$ cat src/rtl/load_use_stall.sv
// ---------------------------------------------------------------------------
// load_use_stall
//
// Load-use hazard interlock for the five-stage LEGv8 pipeline, placed between
// IF/ID and ID/EX. It decodes the source registers of the instruction in
// decode and compares them with the destination of an LDUR sitting in
// execute. On a hit it holds PC and IF/ID and feeds NOP bubbles into ID/EX
// for STALL_CYCLES cycles, after which the held instruction is released.
// A saturating counter records the total number of stall cycles.
//
// Parameters
//   STALL_CYCLES  bubbles per load-use hit, 1..3 (1 with MEM-to-EX
//                 forwarding, 2 without)
//   CNT_W         width of the stall-cycle counter
//
// Ports
//   clk         in   pipeline clock
//   reset       in   synchronous active-high reset
//   instrID     in   instruction currently in IF/ID
//   validID     in   instrID is a real instruction (not a bubble/flush)
//   exMemRead   in   instruction in ID/EX is an LDUR
//   exRd        in   destination register of the instruction in ID/EX
//   stall       out  write-disable for PC and IF/ID
//   instrOut    out  instruction forwarded to ID/EX (instrID or NOP)
//   stallCount  out  stall cycles since reset, saturating at all-ones
//
// FSM states
//   state   | meaning
//   --------+---------------------------------------------------------------
//   S_IDLE  | no episode in progress; stall follows the combinational hit
//   S_STALL | extra bubble cycles of an episode (STALL_CYCLES > 1 only);
//           | remain counts down to 1, then control returns to S_IDLE
// ---------------------------------------------------------------------------
module load_use_stall #(
  parameter int unsigned STALL_CYCLES = 1,
  parameter int unsigned CNT_W        = 16
) (
  input  logic             clk,
  input  logic             reset,
  input  logic [31:0]      instrID,
  input  logic             validID,
  input  logic             exMemRead,
  input  logic [4:0]       exRd,
  output logic             stall,
  output logic [31:0]      instrOut,
  output logic [CNT_W-1:0] stallCount
);

  // ADDI X31, X31, #0
  localparam logic [31:0] NOP_INSTR = 32'h910003FF;

  // First cycle of an episode is the hit cycle itself; the rest are counted
  // down in S_STALL.
  localparam logic [1:0]  REMAIN_INIT = 2'(STALL_CYCLES - 1);

  localparam logic [4:0]  XZR = 5'd31;

  typedef enum logic {
    S_IDLE  = 1'b0,
    S_STALL = 1'b1
  } state_t;

  state_t             state_q,       state_d;
  logic [1:0]         remain_q,      remain_d;
  logic [4:0]         held_rd_q,     held_rd_d;
  logic [CNT_W-1:0]   stall_count_q, stall_count_d;

  // -------------------------------------------------------------------------
  // Source register decode
  // -------------------------------------------------------------------------
  logic [10:0] opcode;
  logic [4:0]  src_rn;
  logic [4:0]  src_rm;
  logic [4:0]  src_rt;
  logic        use_rn;
  logic        use_rm;
  logic        use_rt;
  logic        rd_match;
  logic        hit;

  assign opcode = instrID[31:21];
  assign src_rn = instrID[9:5];
  assign src_rm = instrID[20:16];
  assign src_rt = instrID[4:0];

  always_comb begin
    use_rn = 1'b0;
    use_rm = 1'b0;
    use_rt = 1'b0;
    casez (opcode)
      11'b10001011000,                   // ADD
      11'b11001011000,                   // SUB
      11'b10001010000,                   // AND
      11'b10101010000: begin             // ORR
        use_rn = 1'b1;
        use_rm = 1'b1;
      end
      11'b1001000100?,                   // ADDI
      11'b11111000010: begin             // LDUR
        use_rn = 1'b1;
      end
      11'b11111000000: begin             // STUR: Rt is the store data source
        use_rn = 1'b1;
        use_rt = 1'b1;
      end
      11'b10110100???: begin             // CBZ
        use_rt = 1'b1;
      end
      default: begin                     // B and everything else
        use_rn = 1'b0;
      end
    endcase
  end

  assign rd_match = (use_rn && (src_rn == exRd)) ||
                    (use_rm && (src_rm == exRd)) ||
                    (use_rt && (src_rt == exRd));

  // XZR is never really written, so a load into X31 is not a hazard.
  // Decode is gated by reset so the pipeline sees no stall while resetting.
  assign hit = !reset && validID && exMemRead && (exRd != XZR) && rd_match;

  // -------------------------------------------------------------------------
  // State register
  // -------------------------------------------------------------------------
  always_ff @(posedge clk) begin
    if (reset) begin
      state_q       <= S_IDLE;
      remain_q      <= 2'd0;
      held_rd_q     <= 5'd0;
      stall_count_q <= '0;
    end else begin
      state_q       <= state_d;
      remain_q      <= remain_d;
      held_rd_q     <= held_rd_d;
      stall_count_q <= stall_count_d;
    end
  end

  // -------------------------------------------------------------------------
  // Next-state logic
  // -------------------------------------------------------------------------
  always_comb begin
    state_d   = state_q;
    remain_d  = remain_q;
    held_rd_d = held_rd_q;
    case (state_q)
      S_IDLE: begin
        // With a single bubble the episode fits entirely in the hit cycle;
        // the bubble then sits in EX so exMemRead drops on its own.
        if (hit && (STALL_CYCLES > 1)) begin
          state_d   = S_STALL;
          remain_d  = REMAIN_INIT;
          held_rd_d = exRd;
        end
      end
      S_STALL: begin
        remain_d = remain_q - 2'd1;
        // <= 1 rather than == 1 so a corrupted zero cannot lock the pipe.
        if (remain_q <= 2'd1) begin
          state_d = S_IDLE;
        end
      end
      default: begin
        state_d = S_IDLE;
      end
    endcase
  end

  // -------------------------------------------------------------------------
  // Output logic
  // -------------------------------------------------------------------------
  always_comb begin
    stall = 1'b0;
    if (!reset) begin
      case (state_q)
        S_IDLE:  stall = hit;
        S_STALL: stall = 1'b1;
        default: stall = 1'b0;
      endcase
    end
    instrOut = stall ? NOP_INSTR : instrID;
  end

  // -------------------------------------------------------------------------
  // Saturating stall-cycle counter
  // -------------------------------------------------------------------------
  always_comb begin
    stall_count_d = stall_count_q;
    if (stall && (stall_count_q != {CNT_W{1'b1}})) begin
      stall_count_d = stall_count_q + CNT_W'(1);
    end
  end

  assign stallCount = stall_count_q;

endmodule

$ cat config.mk
export PLATFORM = sky130hd
export DESIGN_NAME = load_use_stall
export DESIGN_NICKNAME = d
export VERILOG_FILES = /design/src/rtl/load_use_stall.sv
export SDC_FILE = /design/constraint.sdc
export NUM_CORES = 1
export LEC_CHECK = 0
export CAP_MARGIN = 20
export CORE_UTILIZATION = 28
export CTS_CLUSTER_DIAMETER = 30
export DETAILED_ROUTE_END_ITERATION = 12
export MAX_ROUTING_LAYER = met4
export PLACE_DENSITY_LB_ADDON = 0.2
export SETUP_SLACK_MARGIN = 0.1
export SLEW_MARGIN = 20
export SYNTH_ARGS = -nofsm -noshare
export SYNTH_HDL_FRONTEND = slang
export SYNTH_SLANG_ARGS = --single-unit
$ cat constraint.sdc
create_clock -name clk -period 4.38 [get_ports clk]
set_input_delay 1.095 -clock clk [delete_from_list [all_inputs] [get_ports clk]]
set_output_delay 1.095 -clock clk [all_outputs]
set_load 0.005 [all_outputs]
==> flow_metrics.env <==
export IMPL_worstSetupEndpointType="output pin"
export IMPL_finish_cell_count_without_fillers=403
export IMPL_grt_first_pass_wirelength_mm=8.31
export IMPL_timing_worst_slew_pin_value_ps=372
export IMPL_post_synth_main_area_contributors="sky130_fd_sc_hd__dfxtp_1, sky130_fd_sc_hd__nor2b_1, sky130_fd_sc_hd__xnor2_1, sky130_fd_sc_hd__xor2_1, sky130_fd_sc_hd__nor2_1"
export IMPL_wirelength_per_cell_um=12.8
export IMPL_layout_nets=376
export IMPL_final_layout_size_suffix_gt1_frac=0.361
export IMPL_startpoint_type="primary input"
export IMPL_power_density_normalized_to_cell_area_nw_per_um2=142
export IMPL_crit_family="buffers and inverters"
export IMPL_comb_power_frac=0.275
export IMPL_synth_area_per_cell_um2=8.18
export IMPL_cts_max_level=1
export IMPL_drt_drc_violations_left=0
export IMPL_die_width_um=76.7
export IMPL_clkTransAtPathRegs_ps=70
export IMPL_setup_violations_final=0
export IMPL_initial_utilization=0.298
export IMPL_design_portCount=90
export IMPL_synth_async_reset_ratio=0
export IMPL_critical_path_buf_inv_count=5
export IMPL_fin_crit_sh=0.961
export IMPL_synth_main_ff_cell="sky130_fd_sc_hd__dfxtp_1"
export IMPL_timing_critical_path_depth=12
export IMPL_holdCritPathClass="reg -> reg"
export IMPL_dpl_instance_area_um2=2660
export IMPL_final_setup_skew_ps=2.80
export IMPL_cells_after_dpl=361
export IMPL_maximum_number_of_pins_on_one_net_before_global_route_repair=27
export IMPL_netlist_area_pre_place_um2=1560
export IMPL_postRouteWirelength_mm=5.15
export IMPL_cts_path_max_buffers=2
export IMPL_syn_instance_count=191
export IMPL_dp_final_hpwl_mm=3.65
export IMPL_top_area_cell_type_share_of_the_netlist_area=0.244
export IMPL_cts_root_buf="sky130_fd_sc_hd__clkbuf_8"
export IMPL_post_drt_via_cell_ratio=4.60
export IMPL_slowest_stage="sky130_fd_sc_hd__or4b_4"
export IMPL_whs_path_cells=2
export IMPL_holdBufCountCts=0
export IMPL_critPathRequiredTime_ps=3280
export IMPL_grt_antenna_before_repair=1
export IMPL_path_max_fanout=5
export IMPL_grt_remaining_overflow=0
export IMPL_cts_tree="built"
export IMPL_ff2ff_path_depth=7
export IMPL_hold_viol=0
export IMPL_timing_critical_path_slowest_cell_delay_ps=530
export IMPL_first_global_vias=1754
export IMPL_cell_internal_power_uw=307
export IMPL_synth_most_common_cell="sky130_fd_sc_hd__nor2b_1"
export IMPL_worst_setup_path_startpoint="instrID[27]"
export IMPL_design_area_um2=2900
export IMPL_design_die_area_um2=5880
export IMPL_drt_first_pass_iters=4
export IMPL_yosysSeqAreaShare=0.244
export IMPL_minimum_period_implied_by_the_final_worst_setup_slack_ps=4210
export IMPL_rows=26
export IMPL_total_leakage_power_nw=1.32
export IMPL_cts_sink_count=19
export IMPL_timing_max_transition_violations_final=0
export IMPL_maxCapViolations=0
export IMPL_power_net_switching_uw=106
export IMPL_groute_usage_overall=0.179
export IMPL_status="completed"
export IMPL_synth_fp_nets=234
export IMPL_timing_critical_path_mode_cell="sky130_fd_sc_hd__buf_2"
export IMPL_die_y_um=76.7
export IMPL_synth_seq_cells=19
export IMPL_detail_route_iter0_violations=86
export IMPL_min_from="remain_q[1]$_SDFFE_PP0P_"
export IMPL_netlist_cell_type_count=50
export IMPL_power_frac_clock=0.298
export IMPL_finalWeightedCongestion=0.810
export IMPL_irDropWorstVdd_mv=0.104
export IMPL_io_buffer_count=89
export IMPL_netlist_top_cells_count="sky130_fd_sc_hd__nor2b_1, sky130_fd_sc_hd__dfxtp_1, sky130_fd_sc_hd__nor2_1"
export IMPL_synth_largest_area_cell="sky130_fd_sc_hd__dfxtp_1"
export IMPL_flow_area_growth_from_synthesis_pct=85.9
export IMPL_clkLatencyLatePin_ps=260
export IMPL_final_critical_path_setup_slack_ps=171
export IMPL_setup_tns_ps=0
export IMPL_grt_setup_unrepaired="yes"
export IMPL_cts_buffers_inserted=3
export IMPL_preCtsSetupSlack_ps=-441
export IMPL_timing_worst_setup_path_type="in -> out"
export IMPL_slew_headroom=0.751
export IMPL_power_sequential_fraction=0.427
export IMPL_regToRegStartpoint="stallCount[6]$_SDFFE_PP0P_"
export IMPL_power_switching_share=0.257
export IMPL_fmaxAchievable_mhz=238
export IMPL_vias=1852
export IMPL_synth_enable_flop_cells=0
export IMPL_core_area_um2=5240
export IMPL_postRouteAntennaNets=0
export IMPL_path_cells="buf_2 -> or4b_4 -> a2bb2oi_2 -> o21ai_2 -> o21a_1 -> o21bai_1 -> a21oi_2 -> buf_4 -> bufbuf_16 -> buf_6 -> nor2b_1 -> buf_2"
export IMPL_worstPathArrival_ps=3110
export IMPL_ys_warnings_count=0
[registers in the layout, summed over array words and instances, names as in the netlist]
signal,flops
remain_q,2
state_q,1
stallCount,16
[worst reg2reg max path: stages, from the launching register on]
cell	delay, ps
sky130_fd_sc_hd__dfxtp_1	440
sky130_fd_sc_hd__and4_1	240
sky130_fd_sc_hd__and2_0	300
sky130_fd_sc_hd__nand4_1	190
sky130_fd_sc_hd__a22oi_2	310
sky130_fd_sc_hd__nand2_4	150
sky130_fd_sc_hd__nand4_1	140
sky130_fd_sc_hd__mux2_1	320
[through the flow]
step	total power, mW	hold WS, ps	util
floorplan	0.220	438	-
global placement	0.310	448	0.507
detailed placement	0.310	456	0.507
CTS	0.416	466	0.560
global route	0.434	506	0.554
finish	0.413	464	0.554
[path summary, 6_finish.rpt]
kind	slack, ps	end
setup / recovery	170	instrOut[30]
hold / removal	460	state_q$_SDFF_PP0_
setup reg to reg	2170	stallCount[8]$_SDFFE_PP0P_
hold reg to reg	460	state_q$_SDFF_PP0_
[final cells by class]
type,count,area (um^2)
Antenna cell,1,2.50
Clock buffer,4,45.0
Multi-Input combinational cell,160,1160
Sequential cell,19,380
Timing Repair Buffer,145,1210
Inverter,4,15.0
Tap cell,70,87.6
Fill cell,512,2330
[layer usage]
metal	up-vias	share of wire	global-route usage
li1	958	-	-
met1	852	0.48	0.223
met2	38	0.48	0.303
met3	4	0.032	0.0333
met4	0	0.0097	0.0346
met5	-	0	-
[kinds of logic after synthesis]
group / Yosys count / share of synthesized area
adders and majority gates: 2 / 0.0160
DFF: 19 / 0.244
xor gates and xnor gates: 22 / 0.123
buffers and inverters: 12 / 0.0353
AOI/OAI and AO/OA: 25 / 0.118
and+or+nand+nor: 103 / 0.409
muxes: 8 / 0.0553
[power by group through the flow]
stage	clock network [mW]	logic [mW]	registers, mW
after floorplan	0	0.0406	0.180
after global placement	0	0.129	0.180
after detailed placement	0	0.130	0.180
after CTS	0.125	0.114	0.176
after global routing	0.135	0.123	0.177
final	0.123	0.113	0.176
[cells in the final DEF (no fill, tap or decap), types with 4 or more instances in the layout]
master	synthesis	final
sky130_fd_sc_hd__buf_4	2	50
sky130_fd_sc_hd__clkdlybuf4s50_1	0	27
sky130_fd_sc_hd__nor2b_1	25	25
sky130_fd_sc_hd__dlygate4sd2_1	0	21
sky130_fd_sc_hd__dfxtp_1	19	19
sky130_fd_sc_hd__clkbuf_2	0	18
sky130_fd_sc_hd__nor2_1	15	15
sky130_fd_sc_hd__xnor2_1	13	13
sky130_fd_sc_hd__nand3_1	11	11
sky130_fd_sc_hd__buf_2	2	11
sky130_fd_sc_hd__xor2_1	9	9
sky130_fd_sc_hd__or2_2	9	9
sky130_fd_sc_hd__clkdlybuf4s15_1	0	9
sky130_fd_sc_hd__and3_1	7	7
sky130_fd_sc_hd__nand2_1	6	6
sky130_fd_sc_hd__a21oi_1	6	6
sky130_fd_sc_hd__nand4_1	5	5
sky130_fd_sc_hd__inv_1	4	4
sky130_fd_sc_hd__or2_1	4	4
sky130_fd_sc_hd__o21ai_0	4	4
sky130_fd_sc_hd__buf_6	0	4
[what timing repair did]
action,4_1_cts,5_1_grt
buffers inserted,31,3
cloned,3,0
resized for setup,112,46
endpoints found under the setup margin,33,29
pin swaps,14,7
endpoints found under the hold margin,0,0
Note: power is estimated with default switching activity, not from simulation.
